### src/rtl/trace_retire_merge_if.sv
// Commit, writeback and merged-record signals of the trace retire merge block.
// The DUT takes the slave view; the producer/consumer side takes the master view.
interface trace_retire_merge_if #(
    parameter int XLEN = 32
);
    logic            commit_valid;
    logic            commit_ready;
    logic [XLEN-1:0] commit_pc;
    logic [31:0]     commit_inst;
    logic            commit_wb;

    logic            wb_valid;
    logic            wb_ready;
    logic [4:0]      wb_rd;
    logic [XLEN-1:0] wb_data;

    logic            out_valid;
    logic [XLEN-1:0] out_pc;
    logic [31:0]     out_inst;
    logic            out_rdv;
    logic [4:0]      out_rd;
    logic [XLEN-1:0] out_data;
    logic            err;

    modport master (
        output commit_valid, commit_pc, commit_inst, commit_wb,
        input  commit_ready,
        output wb_valid, wb_rd, wb_data,
        input  wb_ready,
        input  out_valid, out_pc, out_inst, out_rdv, out_rd, out_data, err
    );

    modport slave (
        input  commit_valid, commit_pc, commit_inst, commit_wb,
        output commit_ready,
        input  wb_valid, wb_rd, wb_data,
        output wb_ready,
        output out_valid, out_pc, out_inst, out_rdv, out_rd, out_data, err
    );
endinterface

### src/rtl/trace_retire_merge.sv
// Pairs in-order commits with their later in-order writebacks and emits one
// registered, program-ordered trace record per cycle.
module trace_retire_merge #(
    parameter int DEPTH = 4,
    parameter int XLEN  = 32
) (
    input  logic clk,
    input  logic rst_n,
    trace_retire_merge_if.slave bus
);
    localparam int AW = $clog2(DEPTH);

    typedef enum logic [1:0] {
        POP_NONE,
        POP_C,
        POP_CW,
        POP_W
    } pop_e;

    logic [XLEN-1:0] c_pc_mem   [DEPTH];
    logic [31:0]     c_inst_mem [DEPTH];
    logic            c_wb_mem   [DEPTH];
    logic [4:0]      w_rd_mem   [DEPTH];
    logic [XLEN-1:0] w_data_mem [DEPTH];

    logic [AW:0] c_wr_q, c_rd_q, w_wr_q, w_rd_q;
    logic        c_empty, c_full, w_empty, w_full;
    logic        c_push, w_push;
    pop_e        pop;

    logic [XLEN-1:0] c_head_pc;
    logic [31:0]     c_head_inst;
    logic            c_head_wb;
    logic [4:0]      w_head_rd;
    logic [XLEN-1:0] w_head_data;

    assign c_empty = (c_wr_q == c_rd_q);
    assign w_empty = (w_wr_q == w_rd_q);
    assign c_full  = (c_wr_q[AW-1:0] == c_rd_q[AW-1:0]) && (c_wr_q[AW] != c_rd_q[AW]);
    assign w_full  = (w_wr_q[AW-1:0] == w_rd_q[AW-1:0]) && (w_wr_q[AW] != w_rd_q[AW]);

    // Ready depends on registered pointers only, so a pop never frees a slot in the same cycle.
    assign bus.commit_ready = !c_full;
    assign bus.wb_ready     = !w_full;
    assign c_push = bus.commit_valid && !c_full;
    assign w_push = bus.wb_valid && !w_full;

    assign c_head_pc   = c_pc_mem[c_rd_q[AW-1:0]];
    assign c_head_inst = c_inst_mem[c_rd_q[AW-1:0]];
    assign c_head_wb   = c_wb_mem[c_rd_q[AW-1:0]];
    assign w_head_rd   = w_rd_mem[w_rd_q[AW-1:0]];
    assign w_head_data = w_data_mem[w_rd_q[AW-1:0]];

    always_comb begin
        pop = POP_NONE;
        if (!c_empty) begin
            if (!c_head_wb)
                pop = POP_C;
            else if (!w_empty)
                pop = POP_CW;
        end else if (!w_empty) begin
            pop = POP_W;
        end
    end

    always_ff @(posedge clk) begin
        if (c_push) begin
            c_pc_mem[c_wr_q[AW-1:0]]   <= bus.commit_pc;
            c_inst_mem[c_wr_q[AW-1:0]] <= bus.commit_inst;
            c_wb_mem[c_wr_q[AW-1:0]]   <= bus.commit_wb;
        end
        if (w_push) begin
            w_rd_mem[w_wr_q[AW-1:0]]   <= bus.wb_rd;
            w_data_mem[w_wr_q[AW-1:0]] <= bus.wb_data;
        end
    end

    always_ff @(posedge clk or negedge rst_n) begin
        if (!rst_n) begin
            c_wr_q <= '0;
            c_rd_q <= '0;
            w_wr_q <= '0;
            w_rd_q <= '0;
        end else begin
            if (c_push)
                c_wr_q <= c_wr_q + 1'b1;
            if (w_push)
                w_wr_q <= w_wr_q + 1'b1;
            if (pop == POP_C || pop == POP_CW)
                c_rd_q <= c_rd_q + 1'b1;
            if (pop == POP_CW || pop == POP_W)
                w_rd_q <= w_rd_q + 1'b1;
        end
    end

    always_ff @(posedge clk or negedge rst_n) begin
        if (!rst_n) begin
            bus.out_valid <= 1'b0;
            bus.out_pc    <= '0;
            bus.out_inst  <= '0;
            bus.out_rdv   <= 1'b0;
            bus.out_rd    <= '0;
            bus.out_data  <= '0;
            bus.err       <= 1'b0;
        end else begin
            bus.out_valid <= 1'b0;
            bus.out_rdv   <= 1'b0;
            case (pop)
                POP_C: begin
                    bus.out_valid <= 1'b1;
                    bus.out_pc    <= c_head_pc;
                    bus.out_inst  <= c_head_inst;
                end
                POP_CW: begin
                    bus.out_valid <= 1'b1;
                    bus.out_pc    <= c_head_pc;
                    bus.out_inst  <= c_head_inst;
                    bus.out_rdv   <= 1'b1;
                    bus.out_rd    <= w_head_rd;
                    bus.out_data  <= w_head_data;
                    if (c_head_inst[11:7] != w_head_rd)
                        bus.err <= 1'b1;
                end
                POP_W: begin
                    bus.out_rdv  <= 1'b1;
                    bus.out_rd   <= w_head_rd;
                    bus.out_data <= w_head_data;
                    bus.err      <= 1'b1;
                end
                default: ;
            endcase
        end
    end
endmodule

### src/flat_wrapper.sv
// flat-port wrapper written by rule: the top's interface ports become plain ports
module trace_retire_merge_flat 
#(
    parameter int DEPTH = 4,
    parameter int XLEN  = 32
)
  (clk, rst_n, bus_commit_valid, bus_commit_pc, bus_commit_inst, bus_commit_wb, bus_commit_ready, bus_wb_valid, bus_wb_rd, bus_wb_data, bus_wb_ready, bus_out_valid, bus_out_pc, bus_out_inst, bus_out_rdv, bus_out_rd, bus_out_data, bus_err);
  trace_retire_merge_if #(.XLEN(XLEN)) bus_i ();
  input  logic clk;
  input  logic rst_n;
  input wire logic [$bits(bus_i.commit_valid)-1:0] bus_commit_valid;
  input wire logic [$bits(bus_i.commit_pc)-1:0] bus_commit_pc;
  input wire logic [$bits(bus_i.commit_inst)-1:0] bus_commit_inst;
  input wire logic [$bits(bus_i.commit_wb)-1:0] bus_commit_wb;
  output wire logic [$bits(bus_i.commit_ready)-1:0] bus_commit_ready;
  input wire logic [$bits(bus_i.wb_valid)-1:0] bus_wb_valid;
  input wire logic [$bits(bus_i.wb_rd)-1:0] bus_wb_rd;
  input wire logic [$bits(bus_i.wb_data)-1:0] bus_wb_data;
  output wire logic [$bits(bus_i.wb_ready)-1:0] bus_wb_ready;
  output wire logic [$bits(bus_i.out_valid)-1:0] bus_out_valid;
  output wire logic [$bits(bus_i.out_pc)-1:0] bus_out_pc;
  output wire logic [$bits(bus_i.out_inst)-1:0] bus_out_inst;
  output wire logic [$bits(bus_i.out_rdv)-1:0] bus_out_rdv;
  output wire logic [$bits(bus_i.out_rd)-1:0] bus_out_rd;
  output wire logic [$bits(bus_i.out_data)-1:0] bus_out_data;
  output wire logic [$bits(bus_i.err)-1:0] bus_err;
  assign bus_i.commit_valid = bus_commit_valid;
  assign bus_i.commit_pc = bus_commit_pc;
  assign bus_i.commit_inst = bus_commit_inst;
  assign bus_i.commit_wb = bus_commit_wb;
  assign bus_commit_ready = bus_i.commit_ready;
  assign bus_i.wb_valid = bus_wb_valid;
  assign bus_i.wb_rd = bus_wb_rd;
  assign bus_i.wb_data = bus_wb_data;
  assign bus_wb_ready = bus_i.wb_ready;
  assign bus_out_valid = bus_i.out_valid;
  assign bus_out_pc = bus_i.out_pc;
  assign bus_out_inst = bus_i.out_inst;
  assign bus_out_rdv = bus_i.out_rdv;
  assign bus_out_rd = bus_i.out_rd;
  assign bus_out_data = bus_i.out_data;
  assign bus_err = bus_i.err;
  trace_retire_merge #(.DEPTH(DEPTH), .XLEN(XLEN)) u_core (.clk(clk), .rst_n(rst_n), .bus(bus_i));
endmodule
### config.mk
export PLATFORM = sky130hd
export DESIGN_NAME = trace_retire_merge_flat
export DESIGN_NICKNAME = d
export VERILOG_FILES = /design/src/rtl/trace_retire_merge_if.sv /design/src/rtl/trace_retire_merge.sv /design/src/flat_wrapper.sv
export SDC_FILE = /design/constraint.sdc
export NUM_CORES = 1
export LEC_CHECK = 0
export CAP_MARGIN = 25
export CORE_ASPECT_RATIO = 1.5
export CORE_UTILIZATION = 45
export DETAILED_ROUTE_END_ITERATION = 16
export HOLD_SLACK_MARGIN = 0.02
export PLACE_DENSITY = 0.67
export SYNTH_ARGS = -nofsm -noshare
export SYNTH_HDL_FRONTEND = slang
export SYNTH_SLANG_ARGS = --single-unit
export TNS_END_PERCENT = 20
### constraint.sdc
create_clock -name clk -period 5.76 [get_ports clk]
set_input_delay 1.152 -clock clk [delete_from_list [all_inputs] [get_ports clk]]
set_output_delay 1.152 -clock clk [all_outputs]
set_load 0.005 [all_outputs]
==> results.py <==
metrics = {
    "global_route": {
        "grt_max_degree": 81,
        "grt_pass1_vias": 10170,
        "grtUsageTotal_pct": 17.94,
        "grt_pass1_wl_mm": 58.26,
        "antenna_found_initial": 1,
        "gr-total-overflow": 0,
    },
    "floorplanning": {
        "rows": 92,
        "die_x_um": 171.1,
        "io_pins": 212,
        "die_y_um": 255.6,
        "initial_utilization_pct": 45.80,
        "fp.coreArea_mm2": 0.04213,
        "die_area_mm2": 0.04373,
    },
    "sta": {
        "setup_viol": 0,
        "grt_setup_unrepaired": "no",
        "hold_slack_ns": 0.4534,
        "hold_viol_final": 0,
        "period_share_pct": 66.32,
        "max_freq_mhz": 261.8,
        "maxSlewViolCount": 0,
        "fin_worst_skew_ns": 0.02851,
        "period_needed_ns": 3.820,
        "worst_pin_slew_ns": 1.018,
        "fin_tns_setup_ns": 0,
        "slew_headroom_pct": 32.14,
        "worst_slack_ns": 1.940,
    },
    "routing": {
        "ant_nets": 0,
        "drt_first_iter_violations": 478,
        "first_pass_iters": 4,
        "routed_via_density": 5.151,
        "routed_wl_mm": 37.61,
        "via_count": 9266,
        "drc_errors": 0,
        "avgRoutedWirePerCell_um": 20.91,
    },
    "finish": {
        "nFillCells": 3306,
        "fin_nets": 1313,
        "diodes": 0,
        "area_delta_synth_final_pct": 23.35,
        "final_common_cell": "edfxtp_1",
        "design_area_mm2": 0.02380,
        "multi_input_area_mm2": 0.003974,
        "seqCellArea_mm2": 0.01516,
        "layout_common_cells": "edfxtp_1, clkdlybuf4s50_1, nand2_1",
        "drive_gt1_share_pct": 19.60,
    },
    "placement": {
        "hpwl_mm": 22.33,
        "portBuffers": 211,
        "preCtsSetupSlack_ns": 1.882,
        "finalWeightedCongestion": 0.6986,
        "place_area_mm2": 0.02218,
    },
    "min_path": {
        "hold_path.class": "reg2reg",
    },
    "yosys": {
        "synth.distinct_cells": 27,
        "synth_seq_area_share_pct": 78.54,
        "synth_ff_type": "edfxtp_1",
        "ys_warn_count": 0,
        "syn_area_per_cell_um2": 20.08,
        "synth_enable_flop_cells": 408,
        "synth_area_mm2": 0.01929,
        "synthCells": 961,
        "synth-seq-cells": 524,
        "syn_nets": 1078,
        "synth-async-reset-ratio_pct": 22.14,
    },
    "clocking": {
        "post_cts_buffers": 0,
        "clk_latency_ns": 0.58,
        "cts_tree": "yes",
        "cts.sink_count": 524,
        "cts_root_buf": "clkbuf_16",
        "clockBufferDepth": 3,
        "htreeDepth": 2,
        "cts_made_buffers": 48,
        "ctsResizeCount": 0,
        "ctsHoldBuffers": 0,
        "clkTransAtPathRegs_ns": 0.06,
    },
    "power_and_ir_drop": {
        "p_leak_nw": 8.449,
        "irDropWorstVdd_v": 0.0007348,
        "power_w": 0.01452,
        "powerDensity_mw_per_mm2": 610.0,
    },
    "critical_path": {
        "critPathKind": "reg2reg",
        "cpPeakStageDelay_ns": 0.84,
        "worstSetupEndpointType": "register",
        "cp_max_fo": 67,
        "crit_path_start_kind": "register",
        "cp.required_ns": 6.24,
        "arrival_ns": 4.30,
        "worstPathCellList": "mux4_2, o21a_1, ha_4, inv_2, buf_4, nand2_1, xnor2_1",
        "slowest_stage": "dfrtp_4",
    },
    "outcome": {
        "status": "complete, no violations",
    },
    "flow_run": {
        "max-cap-violations": 0,
    },
}
cells by family (layout without fill, tap and decap cells):
family	count (synthesis)	after routing	synth area share (%)
AOI/OAI and AO/OA	5	5	0.1556
xor gates and xnor gates	19	19	0.8625
adders and majority gates	11	11	0.7133
buffers and inverters	48	322	1.115
DFF	524	524	78.54
muxes	142	142	14.23
and+or+nand+nor	212	212	4.377
layout make-up:
| class | count | share of cell area [%] |
|---|---|---|
| sequential | 524 | 63.72 |
| multi-input combinational | 389 | 16.70 |
| timing repair buffer | 226 | 9.689 |
| clock buffer | 76 | 5.951 |
| tap | 564 | 2.965 |
| clock inverter | 13 | 0.8727 |
| inverter | 7 | 0.1104 |
flip-flops by register name (all words and copies together) (netlist names), 3 cells and up:
signal	flops
u_core.c_pc_mem	128
u_core.bus.out_rd	5
u_core.bus.out_inst	32
u_core.c_rd_q	3
u_core.w_rd_q	3
u_core.bus.out_data	32
u_core.w_wr_q	3
u_core.c_inst_mem	128
u_core.c_wb_mem	4
u_core.w_rd_mem	20
u_core.c_wr_q	3
u_core.bus.out_pc	32
u_core.w_data_mem	128
synth_stat cells (7+ instances only):
master	count	area share (%)
clkbuf_1	22	0.43
mux2_2	36	2.1
inv_1	7	0.14
xnor2_1	11	0.50
buf_2	13	0.34
and3_1	8	0.26
ha_1	11	0.71
dfrtp_1	116	15
nand2_1	195	3.8
mux4_2	102	12
edfxtp_1	408	63
xor2_1	8	0.36
worst paths after layout:
path	slack [ns]	from	depth (start not counted)	endpoint
max reg2reg	1.94	u_core.c_rd_q[0]	7	u_core.c_rd_q[2]
max	1.94	u_core.c_rd_q[0]	7	u_core.c_rd_q[2]
min	0.45	u_core.bus.err	1	u_core.bus.err
min in group asynchronous	0.63	rst_n	1	u_core.bus.out_data[19]
min reg2reg	0.45	u_core.bus.err	1	u_core.bus.err
max in group asynchronous	3.97	rst_n	2	u_core.w_rd_q[1]
where the power goes:
part           switching, W  internal (W)  total, W
logic               0.00292       0.00257   0.00550
registers          0.000461       0.00533   0.00579
clock network       0.00135       0.00188   0.00323
per-layer routing:
layer	GRT usage, %	up-vias	part of all wire, %
met3	4.082	68	5.9
met2	32.64	222	53
met5	0	-	0.045
met1	20.47	4806	38
met4	6.052	2	2.7
li1	-	4168	-
through the flow:
stage / util [%] / instances
5_1_grt: 56.49 / 1799
6_report: 56.49 / 1799
3_3_place_gp: 52.38 / 1706
2_1_floorplan: - / 961
4_1_cts: 56.49 / 1799
3_5_place_dp: 52.64 / 1710
critical path: cells and delay by family (launching register included):
| kind | cells | cell delay [ns] |
|---|---|---|
| AOI/OAI and AO/OA | 1 | 0.21 |
| xor gates and xnor gates | 1 | 0.12 |
| muxes | 1 | 0.60 |
| adders and majority gates | 1 | 0.81 |
| buffers and inverters | 2 | 0.96 |
| DFF | 1 | 0.84 |
| and+or+nand+nor | 1 | 0.13 |
(Power assumes the default switching activity.)
==> variant, RTL diff (same flow settings) <==
Make the reset (`rst_n`) synchronous in 2 clocked blocks.
--- a/src/rtl/trace_retire_merge.sv
+++ b/src/rtl/trace_retire_merge.sv
@@ -75,7 +75,7 @@
         end
     end
 
-    always_ff @(posedge clk or negedge rst_n) begin
+    always_ff @(posedge clk) begin
         if (!rst_n) begin
             c_wr_q <= '0;
             c_rd_q <= '0;
@@ -93,7 +93,7 @@
         end
     end
 
-    always_ff @(posedge clk or negedge rst_n) begin
+    always_ff @(posedge clk) begin
         if (!rst_n) begin
             bus.out_valid <= 1'b0;
             bus.out_pc    <= '0;
Check against the original RTL: differs if rst_n is asserted again (counterexample within 4 cycles, from zero or initial values and one cycle with rst_n low); with rst_n held inactive, the same outputs for 4 cycles.
==> variant against the original RTL <==
- non-clock buffer count decreased by 1
- sequential cell count increased by 4
- wire length decreased by 2.0%
- sequential share of layout area shrank 1.6 points
- critical endpoint is now u_core.bus.out_pc[5]
- hold slack got worse by 0.0033 ns
- power decreased by 16%
- utilization down 0.29 points
- highest routed layer unchanged
- cell count up 2.1%
- sequential power decreased by 15%
- via count rose by 2.2%
- final area down 0.78%
- setup slack improved by 0.44 ns
- area after synthesis decreased by 0.62%
==> variant: results (changes against the original RTL) <==
stage	metric	value	unit	change
status	status	finished clean		
clock_network	clock latency on the worst-skew pair	0.56	ns	-0.02 ns
routing	DRT iter0 DRCs	492		+2.9%
routing	mean routed wirelength per cell	20.1	µm	-4.0%
synth	Post-Synthesis Cells	1008		+4.9%
global_routing	largest net degree at the start of global routing	89		+9.9%
pwr	switching power	3.63	mW	-23%
layout	layout net count	1349		+2.7%
layout	layout filler cell count	3221		-2.6%
global_routing	GR Layer Usage met2	31.3	%	-1.3 points
critical_path	CP top delay family	flip-flops		
global_routing	grt met3 use	2.92	%	-1.2 points
routing	final wirelength	36.9	mm	-2.0%
critical_path	Crit Path Max Fanout	48		-28%
global_routing	GRT Resource Usage Total	17.1	%	-0.89 points
clock_network	H-Tree Level Count	2		unchanged
pwr	static leakage	7.94	nW	-6.0%
synth	syn_nets	1125		+4.4%
clock_network	CTS Buf Count	49		+2.1%
pwr	logic gate share of total power	33.1	%	-4.8 points
synth	synth unique cells	32		+19%
global_routing	vias in the first global route	9799		-3.7%
global_routing	met1 usage	20.3	%	-0.18 points
critical_path	cell at the slowest stage of the critical path	dfxtp_2		
global_routing	first-pass GRT wire length	55.3	mm	-5.0%
layout	layout cell share with drive strength beyond 1	16.2	%	-3.4 points
timing	clock skew	0.0139	ns	-0.0146 ns
synth	largest cells by area after synthesis	edfxtp_1 64%, dfxtp_1 13%, mux4_2 11%		
placed_design	number of port buffers	211		unchanged
layout	Multi-input gate area	4270	µm²	+7.5%
global_routing	initial antenna violation count	2		+1
placed_design	worst slack, placed	2.20	ns	+0.323 ns
synth	Syn. warnings	0		unchanged
synth	ys async rst share	0	%	-22 points
synth	most instantiated cells after synthesis	408 x edfxtp_1, 120 x dfxtp_1, 97 x mux4_2, 81 x nor2_1, 76 x nand2_1		
pwr	Clock net power	3.24	mW	about the same
placed_design	Placer Congestion	0.713		+2.0%
placed_design	Placed Cells	1740		+1.8%
critical_path	Max stage delay on crit path	0.92	ns	+0.08 ns
clock_network	CTS clk-pin slew, worst paths	0.06	ns	about the same
critical_path	Worst EP arrival	3.82	ns	-0.48 ns
timing	Slew @ Worst Pin	1.01	ns	-0.0102 ns
placed_design	Area after DPL	21900	µm²	-1.5%
placed_design	Final HPWL DP	22.0	mm	-1.6%
routing	Avg Vias per Cell	5.16		about the same
pwr	worst vdd ir	0.651	mV	-11%
synth	Seq/Total Area, Yosys	76.4	%	-2.1 points
pwr	sw frac	29.7	%	-2.9 points
==> variant: changes by cell type after synthesis, sizes merged, moves of 2 or more <==
cell,unedited run,this run
mux2,39,0
buf,19,30
a21oi,1,43
dfrtp,116,0
nand2,195,76
nor2,0,81
dfxtp,0,120
and2,2,8
a31oi,0,2
xnor2,11,14
inv,7,9
and3,8,0
mux2i,1,66
xor2,8,4
==> variant: cell type report <==
cell class | instances | share of cell area, %
Clock buffer | 72 | 6.16
Multi-Input combinational cell | 419 | 18.1
Sequential cell | 528 | 62.1
Inverter | 9 | 0.154
Timing Repair Buffer | 225 | 9.69
Clock inverter | 20 | 0.848
Tap cell | 564 | 2.99
==> variant: per-layer routing <==
layer / routed length (µm) / up-vias
li1: - / 4338
met1: 14400 / 4823
met2: 19900 / 252
met3: 1800 / 54
met4: 721 / 4
met5: 29 / -
==> variant: worst min-delay path, stage by stage (launching register included) <==
cell and delay, ns:
dfxtp_1 0.31, nand2_1 0.05, a21oi_1 0.05
==> variant: path summary, 6_finish.rpt <==
kind / start / to / slack (ns) / depth (start not counted)
max reg2reg: flip-flop / u_core.bus.out_pc[5] / 2.38 / 6
max: flip-flop / u_core.bus.out_pc[5] / 2.38 / 6
min reg2reg: u_core.bus.out_data[7] / u_core.bus.out_data[7] / 0.45 / 2
min: u_core.bus.out_data[7] / u_core.bus.out_data[7] / 0.45 / 2
==> variant: cell families (layout without fill, tap and decap cells) <==
group,count (synthesis),count (layout),share of synthesized area (%)
xor+xnor,18,18,0.861
simple gates,173,173,3.65
compound gates,49,49,1.34
flops,528,528,76.4
buf+inv,61,326,1.49
mux,168,168,15.5
fa+ha+maj,11,11,0.718
